--- src/rtl/pacman_clk_en.sv ---
// Reset stretcher and phase-accumulator clock-enable generator for the Pac-Man core.
// Latency: sys_resetn rises RST_CYCLES edges after resetn releases; first pix_en follows N accumulating edges later.
// No backpressure: free-running strobes; pause (PACMAN_PAUSE_EN build only) masks cpu_en one cycle late.
//
// Optional feature macro: PACMAN_PAUSE_EN (when undefined the pause input is ignored).

module pacman_clk_en #(
  parameter int unsigned ACC_W      = 16,
  parameter int unsigned PIX_INC    = 16384,
  parameter int unsigned RST_CYCLES = 1024
) (
  input  logic clk,
  input  logic resetn,
  input  logic pause,
  output logic sys_resetn,
  output logic pix_en,
  output logic cpu_en,
  output logic phase
);

  localparam int unsigned RCNT_W = $clog2(RST_CYCLES + 1);
  localparam logic [RCNT_W-1:0] RCNT_MAX = RCNT_W'(RST_CYCLES);
  localparam logic [ACC_W-1:0]  INC      = ACC_W'(PIX_INC);

  typedef enum logic {
    HOLD = 1'b0,
    RUN  = 1'b1
  } state_t;

  state_t             state;
  logic [RCNT_W-1:0]  rcnt;
  logic [RCNT_W-1:0]  rcnt_nxt;
  logic               rcnt_done;
  logic [ACC_W-1:0]   acc;
  logic [ACC_W:0]     sum;
  logic               carry;
  logic               pause_gate;

  // Saturating next value of the reset-hold counter.
  always_comb begin
    rcnt_nxt = rcnt;
    if (rcnt != RCNT_MAX) begin
      rcnt_nxt = rcnt + 1'b1;
    end
  end

  assign rcnt_done = (rcnt_nxt == RCNT_MAX);

  // The carry out of the (ACC_W+1)-bit sum is the overflow that marks one pixel period.
  assign sum   = {1'b0, acc} + {1'b0, INC};
  assign carry = sum[ACC_W];

`ifdef PACMAN_PAUSE_EN
  // Pause request sampled once so cpu_en masking is glitch-free and one cycle late.
  always_ff @(posedge clk) begin
    if (!resetn) begin
      pause_gate <= 1'b0;
    end else begin
      pause_gate <= pause;
    end
  end
`else
  logic unused_pause;
  assign unused_pause = pause;
  assign pause_gate   = 1'b0;
`endif

  // HOLD/RUN sequencer: reset stretch, then accumulate and emit registered strobes.
  always_ff @(posedge clk) begin
    if (!resetn) begin
      state      <= HOLD;
      rcnt       <= '0;
      sys_resetn <= 1'b0;
      acc        <= '0;
      pix_en     <= 1'b0;
      cpu_en     <= 1'b0;
      phase      <= 1'b0;
    end else begin
      rcnt       <= rcnt_nxt;
      sys_resetn <= rcnt_done;
      case (state)
        HOLD: begin
          acc    <= '0;
          pix_en <= 1'b0;
          cpu_en <= 1'b0;
          phase  <= 1'b0;
          if (rcnt_done) begin
            state <= RUN;
          end
        end
        RUN: begin
          acc    <= sum[ACC_W-1:0];
          pix_en <= carry;
          // Only the second strobe of each pixel pair carries a CPU enable.
          cpu_en <= carry & phase & ~pause_gate;
          phase  <= phase ^ pix_en;
        end
        default: begin
          state <= HOLD;
        end
      endcase
    end
  end

endmodule
--- config.mk ---
export PLATFORM = sky130hd
export DESIGN_NAME = pacman_clk_en
export DESIGN_NICKNAME = d
export VERILOG_FILES = /design/src/rtl/pacman_clk_en.sv
export SDC_FILE = /design/constraint.sdc
export NUM_CORES = 1
export LEC_CHECK = 0
export BUFFER_PORTS_ARGS = -buffer_cell sky130_fd_sc_hd__buf_4
export CAP_MARGIN = 20
export CORE_MARGIN = 1
export CORE_UTILIZATION = 56
export CTS_BUF_LIST = sky130_fd_sc_hd__clkbuf_16
export DETAILED_ROUTE_END_ITERATION = 10
export PLACE_DENSITY = 0.75
export SLEW_MARGIN = 0
export SYNTH_ARGS = -nofsm -noshare
export SYNTH_HDL_FRONTEND = slang
export SYNTH_SLANG_ARGS = --single-unit
--- constraint.sdc ---
create_clock -name clk -period 2.5 [get_ports clk]
set_input_delay 0.25 -clock clk [delete_from_list [all_inputs] [get_ports clk]]
set_output_delay 0.25 -clock clk [all_outputs]
set_load 0.05 [all_outputs]
### Word-level counts from Yosys, hierarchy flattened

Index checks and enable logic that the tools add are counted.

* flip-flop bits (word level): 32
* bits of input ports: 3
* output and inout bits: 4
* word-level logic and storage cells: 21

* $add $sub $neg: 2
* equality and inequality tests: 2
* muxes and demuxes: 7
* bitwise gates (word level): 3

Operators with widths (number)
* case mux 16 bit (2 select lines): 1
* adder 16 x 15 -> 17 bit (second input constant): 1
* adder 11 x 1 -> 11 bit (second input constant): 1
* == test 11 bit (second input constant): 1
* 2-to-1 mux 11 bit: 1
* != test 11 bit (second input constant): 1
* case mux 1 bit (2 select lines): 3
* 2-to-1 mux 1 bit: 2
* AND 1 bit: 1
* NOT 1 bit: 1
* bitwise XOR 1 bit: 1

### Depth between registers and ports, before layout

Gate-level depths: netlist of run 1.

* word-level depth: 5
* mapped depth: 7
* depth with buffers taken out: 7

### Least setup slack after synthesis of run 1

Ideal clock, no wire load.

* path kind: register to register
* start point: reg rcnt[0]
* end point: reg state
* library setup time: 0.069 ns
* arrival time: 1.936 ns
* data required time: 2.431 ns
* setup slack: 0.495 ns
* stages on the path, launching flop included: 7
* path buffers: 0
* clock period less this slack: 2.005 ns
* cell sequence: dfxtp_1 -> ha_1 -> nand4_4 -> or4_4 -> a2111oi_4 -> nand4_1 -> o21ai_1

* longest elaborated chain between the ends: 5
* elaborated cells between the ends (all ways): 6
* those cells by class: add/sub: 1; eq/ne: 2; mux: 3

RTL lines
* from (decl): line 31 `logic [RCNT_W-1:0] rcnt;`
* from (signal assigned): line 79 `rcnt <= rcnt_nxt;`
* adder 11 x 1 -> 11 bit or != test 11 bit (tied branches): line 43, 42
* 2-to-1 mux 11 bit *: line 42 `if (rcnt != RCNT_MAX) begin`
* == test 11 bit *: line 47 `assign rcnt_done = (rcnt_nxt == RCNT_MAX);`
* 2-to-1 mux 1 bit *: line 87 `if (rcnt_done) begin`
* 2-to-1 mux 1 bit *: line 81 `case (state)`
* to (signal assigned): line 71 `state <= HOLD;`
* to (signal assigned): line 88 `state <= RUN;`
* to (signal assigned): line 99 `state <= HOLD;`
* to (decl): line 30 `state_t state;`

Every way passes the cells marked *; elsewhere a longest branch is shown, timed or not.
A chain may end at the register's enable or synchronous reset.

### Final worst setup path of run 1

Same ends and word-level chain as after synthesis.

==> results of run 1 <==
[routing by layer]
metal	GRT usage	up-vias	wire length [um]
met5	0	-	0
met4	0.1452	0	46
met3	0.07979	5	60
met2	0.3008	16	669
met1	0.2589	296	763
li1	-	337	-
[registers in the layout, summed over array words and instances, names as in the netlist]
signal and flops:
rcnt 11, acc 2, cpu_en 1, phase 1
pix_en 1, state 1, sys_resetn 1
[synthesized netlist by cell type (all sizes together), types with 2 or more instances]
library cell  instances  area share
xnor2                 9       0.091
ha                    3       0.043
o21ai                 2       0.012
clkbuf                2      0.0087
nand3                 4       0.023
and2                  8       0.058
o41ai                 2       0.020
o21a                  3       0.026
nand4                 3       0.039
nor2                  9       0.039
and3                  3       0.022
nand2                 3       0.013
dfxtp                18        0.42
inv                   6       0.026
o311ai                2       0.020
[worst paths after layout]
kind | to | slack [ns] | depth (start not counted)
worst max-delay path | state | 0.25 | 6
worst min-delay path | rcnt[2] | 0.31 | 2
worst max register to register | state | 0.25 | 6
worst min register to register | acc[14] | 0.42 | 1
[cell usage in the layout, fill, tap and decap left out, drive strengths merged]
cell	instances
or2b	1
o22ai	1
nand2b	1
clkbuf	3
nor4b	1
nor3b	1
o21ai	2
ha	3
xnor2	9
nor3	1
dfxtp	18
clkinv	2
o21a	3
buf	5
a2111oi	1
nand3	4
nand2	3
and3	3
o41ai	2
o221ai	1
nor2b	1
or4	1
a211o	1
nand4	3
inv	6
mux2	1
nor2	9
o311ai	2
and2	8
or2	1
[power by group through the flow]
stage               combinational (W)  sequential (W)  clock (W)
finish                      0.0000322        0.000297   0.000317
global route                0.0000365        0.000298   0.000330
CTS                         0.0000325        0.000297   0.000326
detailed placement          0.0000319        0.000303          0
global placement            0.0000314        0.000303          0
floorplan                   0.0000260        0.000302          0
[critical path, delay by kind of cell (launching register included)]
kind / cells / cell delay (ns)
DFF: 1 / 0.43
AOI/OAI and AO/OA: 2 / 0.51
and+or+nand+nor: 3 / 0.88
adders and majority gates: 1 / 0.36
[through the flow]
stage / util / std cells / area, um^2 / total power, W
floorplan: - / 91 / 867.1 / 0.0003279
global placement: 0.6703 / 109 / 915.9 / 0.0003339
detailed placement: 0.6703 / 109 / 915.9 / 0.0003350
CTS: 0.7280 / 113 / 994.7 / 0.0006562
global route: 0.7280 / 113 / 994.7 / 0.0006645
finish: 0.7280 / 113 / 994.7 / 0.0006461
[cells by family after synthesis]
logic type,count (synthesis),share of synthesized area
AO/OA/AOI/OAI,13,0.1371
XOR/XNOR,9,0.09091
adder cells (fa/ha/maj),3,0.04329
buffers and inverters,9,0.03896
flip-flops,18,0.4156
multiplexers,1,0.01299
AND/OR/NAND/NOR,38,0.2612
[layout make-up]
type                            instances  area (um^2)
Clock buffer                            3        75.07
Clock inverter                          1        3.754
Fill cell                             121        371.6
Inverter                                7        26.28
Multi-Input combinational cell         64        473.0
Sequential cell                        18        360.3
Tap cell                               15        18.77
Timing Repair Buffer                    5        37.54
==> results.json, run 1 <==
{
  "setup_viol": 0,
  "gr-total-overflow": 0,
  "holdCritStartpoint": "resetn",
  "max_stage_delay_ns": 0.52,
  "period_minus_slack_ns": 2.255,
  "numCtsBuffers": 3,
  "synth.distinct_cells": 32,
  "syn_nets": 97,
  "grt_max_degree": 16,
  "drt_pass1_iterations": 4,
  "reg2reg_from": "rcnt[0]",
  "cts_sinks": 18,
  "crit_required_ns": 2.68,
  "place_ws_ns": 0.3039,
  "detail_route.vias_per_cell": 5.788,
  "drive_gt1_frac": 0.1327,
  "start_kind": "flip-flop",
  "nets": 105,
  "pwr-share-clk": 0.490,
  "peakVddDrop_mv": 0.5631,
  "yosys_warnings": 0,
  "rsz0062_at_grt": "false",
  "fp.dieArea_mm2": 0.001710,
  "grt_use_total": 0.2109,
  "clkTransAtPathRegs_ns": 0.05,
  "dp_hpwl_um": 1060,
  "cts_setup_buffers": 0,
  "port_buffers": 5,
  "antenna_found_initial": 0,
  "root_buffer": "clkbuf_16",
  "routabilityCongestion": 0.8758,
  "start_util": 0.6346,
  "worst_pin_slew_ns": 0.3925,
  "cts_htree_levels": 1,
  "clk_path_buf_depth": 2,
  "relSlewSlack": 0.7349,
  "ys_seq_area_frac": 0.4156,
  "grt_pass1_wl_um": 2159,
  "hp-class": "in -> reg",
  "clk_latency_ns": 0.25,
  "diodes": 0,
  "ys.flop_type": "dfxtp_1",
  "synth-edff-count": 0,
  "drt.antenna.violating_nets": 0,
  "cp-startpoint": "rcnt[0]",
  "fin_skew_ns": 0.004460,
  "drt_iter0_drc": 12,
  "synthToLayoutAreaGrowth_pct": 14.72,
  "netlist_instances": 91,
  "syn_area_per_cell_um2": 9.528,
  "routedWlPerCell_um": 13.63,
  "vias": 654,
  "final.setup.tns_ns": 0,
  "synth-seq-cells": 18,
  "cpMaxStageDelayCell": "or4_4",
  "wirelength_um": 1540,
  "placeableCoreArea_mm2": 0.001366,
  "setup_ws_ns": 0.2455,
  "cts_tree": "built",
  "p_sw_w": 0.0001261,
  "power_density_mw_per_mm2": 649.6,
  "p_leak_nw": 0.3791,
  "async_reset_ff_frac": 0,
  "finalHoldViolCount": 0,
  "die_h_um": 41.35,
  "ios": 7,
  "row_count": 13,
  "critPathArrivalTime_ns": 2.44,
  "ctsResizeCount": 0,
  "outcome": "finished, final reports clean",
  "intPower_w": 0.0005200,
  "drc": 0,
  "combinationalPowerShare": 0.050,
  "grt_pass1_vias": 491,
  "seq_power_share": 0.460,
  "switching_share": 0.1952,
  "maxCapViolCount": 0,
  "syn_area_um2": 867.1,
  "worstSetupPathType": "reg -> reg",
  "die_w_um": 41.35,
  "slew_viol_final": 0,
  "max_freq_ghz": 0.4436,
  "cp_cell_sequence": "ha_1 > nand4_4 > or4_4 > a2111oi_4 > nand4_1 > o21ai_1",
  "end_kind": "flip-flop",
  "timing.final.crit_share": 0.9018,
  "whs_ns": 0.3090,
  "postCtsHoldBufs": 0,
  "critPathMaxFanout": 7
}
No activity file was read; power rests on OpenSTA's default activity.
==> inputs of run 2 (changes only) <==
--- a/config.mk
+++ b/config.mk
@@ -11,6 +11,7 @@
 export CORE_UTILIZATION = 56
 export CTS_BUF_LIST = sky130_fd_sc_hd__clkbuf_16
 export DETAILED_ROUTE_END_ITERATION = 10
+export GPL_TIMING_DRIVEN = 0
 export PLACE_DENSITY = 0.75
 export SLEW_MARGIN = 0
 export SYNTH_ARGS = -nofsm -noshare
==> run 2 against run 1 <==
  * Setup slack improved by 0.018 ns
  * Global-route usage increased by 3.4 points
  * Power grew 0.43%
  * Sequential share of layout area down 0.27 points
  * Die area unchanged
  * Non-clock buffer count rose by 2
  * First-iteration DRC count shrank 25%
  * Combinational power is 6.8% higher
  * Clock skew down 0.0028 ns
  * Core utilization rose by 0.55 points
  * Largest power group unchanged
==> results.json, run 2 (same netlist as run 1, synthesis figures left out) <==
{
  "cts_tree": "built",
  "drt.antenna.violating_nets": 0,
  "maxCapViolCount": 0,
  "drive_gt1_frac": 0.1300,
  "final_cell_mix": "18 x dfxtp_1, 9 x nor2_1, 9 x xnor2_1",
  "final.setup.tns_ns": 0,
  "hp-class": "in -> reg",
  "timing.final.crit_share": 0.8945,
  "row_count": 13,
  "period_minus_slack_ns": 2.236,
  "antenna_found_initial": 0,
  "reg.largest.list": "rcnt: 11 flops, acc: 2 flops",
  "synthToLayoutAreaGrowth_pct": 15.58,
  "ios": 7,
  "die_w_um": 41.35,
  "p_leak_nw": 0.3814,
  "end_kind": "flip-flop",
  "grt_use_total": 0.2450,
  "drt_pass1_iterations": 4,
  "wirelength_um": 1710,
  "grt_max_degree": 11,
  "ctsResizeCount": 0,
  "cts_sinks": 18,
  "setup_ws_ns": 0.2638,
  "fp.dieArea_mm2": 0.001710,
  "worst_pin_slew_ns": 0.4446,
  "grt_pass1_vias": 555,
  "drt_iter0_drc": 9,
  "finalHoldViolCount": 0,
  "clk_path_buf_depth": 2,
  "gr-total-overflow": 0,
  "cts_htree_levels": 1,
  "start_util": 0.6346,
  "power_density_mw_per_mm2": 647.5,
  "mostFrequentLayoutCell": "dfxtp_1",
  "nets": 107,
  "relSlewSlack": 0.6997,
  "largest_reg_flops": 11,
  "slew_viol_final": 0,
  "routedWlPerCell_um": 14.87,
  "diodes": 0,
  "rsz0062_at_grt": "false",
  "critPathArrivalTime_ns": 2.42,
  "drc": 0,
  "setup_viol": 0,
  "critPathMaxFanout": 7,
  "routabilityCongestion": 0.8647,
  "die_h_um": 41.35,
  "vias": 654,
  "fin_skew_ns": 0.001689,
  "placeableCoreArea_mm2": 0.001366,
  "start_kind": "flip-flop",
  "cts_setup_buffers": 0,
  "clkTransAtPathRegs_ns": 0.05,
  "place_ws_ns": 0.2811,
  "root_buffer": "clkbuf_16",
  "dp_hpwl_um": 1115,
  "port_buffers": 5,
  "numCtsBuffers": 3,
  "grt_pass1_wl_um": 2580,
  "crit_required_ns": 2.68,
  "outcome": "finished, final reports clean",
  "peakVddDrop_mv": 0.6307,
  "worstSetupPathType": "reg -> reg",
  "largest-register": "rcnt",
  "clk_latency_ns": 0.25,
  "postCtsHoldBufs": 0,
  "max_freq_ghz": 0.4472,
  "detail_route.vias_per_cell": 5.687
}
## run 2: worst paths after layout
| path | startpoint | cells after the start | slack, ns | endpoint |
|---|---|---|---|---|
| min | resetn | 2 | 0.28 | acc[15] |
| min reg2reg | acc[14] | 1 | 0.43 | acc[14] |
| max reg2reg | rcnt[0] | 6 | 0.26 | state |
| max | rcnt[0] | 6 | 0.26 | state |
## run 2: routing by layer
layer / up-vias / share of wire / track usage
li1: 334 / - / -
met1: 308 / 0.48 / 0.2843
met2: 8 / 0.47 / 0.3945
met3: 4 / 0.029 / 0.09574
met4: 0 / 0.021 / 0.1129
met5: - / 0 / 0
## run 2: power by group
part	internal, W	switching (W)
combinational	0.0000164	0.0000180
sequential	0.000291	0.00000554
clock	0.000212	0.000105
total	0.000520	0.000129
## run 2: area by class of cell
type                            instances  area, um^2
Clock inverter                          1       3.754
Sequential cell                        18       360.3
Multi-Input combinational cell         64       473.0
Fill cell                             111       364.1
Timing Repair Buffer                    5       37.54
Tap cell                               15       18.77
Inverter                                7       26.28
Clock buffer                            3       75.07
Buffer                                  2       7.507
## run 2: worst max-delay path, stage by stage, from the launching register on
cell	delay, ns
dfxtp_1	0.42
ha_1	0.36
nand4_4	0.19
or4_4	0.53
a2111oi_4	0.37
nand4_1	0.15
o21ai_1	0.14
## run 2: metrics by stage
step	power, W	instances	hold WS [ns]	instance area [um^2]	util
final	0.0006489	115	0.2793	1002	0.7335
after floorplan	0.0003279	91	0.3987	867.1	-
after detailed placement	0.0003363	111	0.4173	923.4	0.6758
after global routing	0.0006691	115	0.2867	1002	0.7335
after global placement	0.0003351	111	0.4116	923.4	0.6758
after CTS	0.0006542	115	0.2793	1002	0.7335
==> inputs of run 3 (changes only) <==
--- a/config.mk
+++ b/config.mk
@@ -7,12 +7,12 @@
 export LEC_CHECK = 0
 export BUFFER_PORTS_ARGS = -buffer_cell sky130_fd_sc_hd__buf_4
 export CAP_MARGIN = 20
+export CORE_ASPECT_RATIO = 0.75
 export CORE_MARGIN = 1
-export CORE_UTILIZATION = 56
+export CORE_UTILIZATION = 45
 export CTS_BUF_LIST = sky130_fd_sc_hd__clkbuf_16
 export DETAILED_ROUTE_END_ITERATION = 10
 export GPL_TIMING_DRIVEN = 0
-export PLACE_DENSITY = 0.75
 export SLEW_MARGIN = 0
 export SYNTH_ARGS = -nofsm -noshare
 export SYNTH_HDL_FRONTEND = slang
==> run 3 against run 2 <==
  * Register-to-register slack barely moved
  * Non-clock buffer count did not move
  * Final area grew 0.87%
  * Global-route usage decreased by 4.7 points
  * Critical path type unchanged
==> results.json, run 3 (same netlist as run 1, synthesis figures left out) <==
{
  "final.setup.tns_ns": 0,
  "reg.largest.list": "rcnt: 11 flops, acc: 2 flops",
  "worstSetupPathType": "reg -> reg",
  "whs_path_depth": 2,
  "setup_ws_ns": 0.2643,
  "finalHoldViolCount": 0,
  "fin_util": 0.5702,
  "cts_tree": "built",
  "timing.final.crit_share": 0.8943,
  "critPathMaxFanout": 7,
  "root_buffer": "clkbuf_16",
  "drt_pass1_iterations": 4,
  "crit_required_ns": 2.68,
  "vias": 645,
  "rr_worst_depth": 6,
  "clkTransAtPathRegs_ns": 0.05,
  "critPathArrivalTime_ns": 2.42,
  "cts_sinks": 18,
  "max_freq_ghz": 0.4473,
  "detail_route.vias_per_cell": 5.287,
  "clk_latency_ns": 0.25,
  "setup_viol": 0,
  "drive_gt1_frac": 0.1300,
  "maxCapViolCount": 0,
  "wirelength_um": 1614,
  "power_density_mw_per_mm2": 644.1,
  "grt_max_degree": 11,
  "grt_pass1_wl_um": 2760,
  "drt_iter0_drc": 14,
  "dp.cells": 118,
  "numCtsBuffers": 3,
  "placeableCoreArea_mm2": 0.001773,
  "die_w_um": 52.69,
  "end_kind": "flip-flop",
  "slew_viol_final": 0,
  "dp_hpwl_um": 1173,
  "mostFrequentLayoutCell": "dfxtp_1",
  "p_leak_nw": 0.3814,
  "ios": 7,
  "gr-total-overflow": 0,
  "nets": 107,
  "start_util": 0.4891,
  "largest_reg_flops": 11,
  "period_minus_slack_ns": 2.236,
  "clk_path_buf_depth": 2,
  "antenna_found_initial": 0,
  "rsz0062_at_grt": "false",
  "outcome": "finished, final reports clean",
  "final_cell_mix": "18 x dfxtp_1, 9 x nor2_1, 9 x xnor2_1",
  "port_buffers": 5,
  "fin_skew_ns": 0.003126,
  "cts_setup_buffers": 0,
  "drc": 0,
  "place_ws_ns": 0.2890,
  "start_kind": "flip-flop",
  "total_power_w": 0.0006512,
  "ctsResizeCount": 0,
  "grt_use_total": 0.1978,
  "synthToLayoutAreaGrowth_pct": 16.59,
  "hp-class": "in -> reg",
  "cts_htree_levels": 1,
  "worst_pin_slew_ns": 0.4316,
  "die_h_um": 40.02,
  "routedWlPerCell_um": 13.23,
  "grt_pass1_vias": 573,
  "row_count": 13,
  "largest-register": "rcnt",
  "postCtsHoldBufs": 0,
  "diodes": 0,
  "stdcell_count": 122,
  "routabilityCongestion": 0.8313,
  "drt.antenna.violating_nets": 0,
  "fp.dieArea_mm2": 0.002108,
  "relSlewSlack": 0.7085,
  "peakVddDrop_mv": 0.6268
}
run 3: cell counts in the layout (fill, tap and decap cells not counted):
No cell type changed its count.
run 3: worst max-delay path, stage by stage (launching register included):
cell and delay (ns):
dfxtp_1 0.42, ha_1 0.35, nand4_4 0.17, or4_4 0.53, a2111oi_4 0.36, nand4_1 0.18, o21ai_1 0.16
run 3: path summary, 6_finish.rpt:
path | start | endpoint | slack [ns]
setup / recovery | rcnt[0] | state | 0.26
hold / removal | resetn | acc[15] | 0.29
setup reg to reg | rcnt[0] | state | 0.26
hold reg to reg | acc[14] | acc[14] | 0.42
run 3: stage by stage:
step | cell area [um^2] | hold slack [ns]
after CTS | 1011 | 0.2938
after detailed placement | 932.1 | 0.4184
final | 1011 | 0.2918
after global placement | 932.1 | 0.4130
after floorplan | 867.1 | 0.3987
after global routing | 1011 | 0.3091
run 3: layout make-up:
class,count,area (um^2)
Tap cell,22,27.53
Clock buffer,3,75.07
Clock inverter,1,3.754
Multi-Input combinational cell,64,473.0
Timing Repair Buffer,5,37.54
Inverter,7,26.28
Buffer,2,7.507
Fill cell,161,762.0
Sequential cell,18,360.3
run 3: metal layers:
layer	vias to the layer above	share of wire	track usage
met3	4	0.040	0.07955
met2	9	0.43	0.2943
met5	-	0	0
li1	336	-	-
met4	0	0.017	0.07895
met1	296	0.51	0.2575
run 3: power by group:
part,leakage [nW],switching (W),internal [W]
logic,0.197,0.0000183,0.0000165
clock network,0.0385,0.000107,0.000213
registers,0.146,0.00000575,0.000291
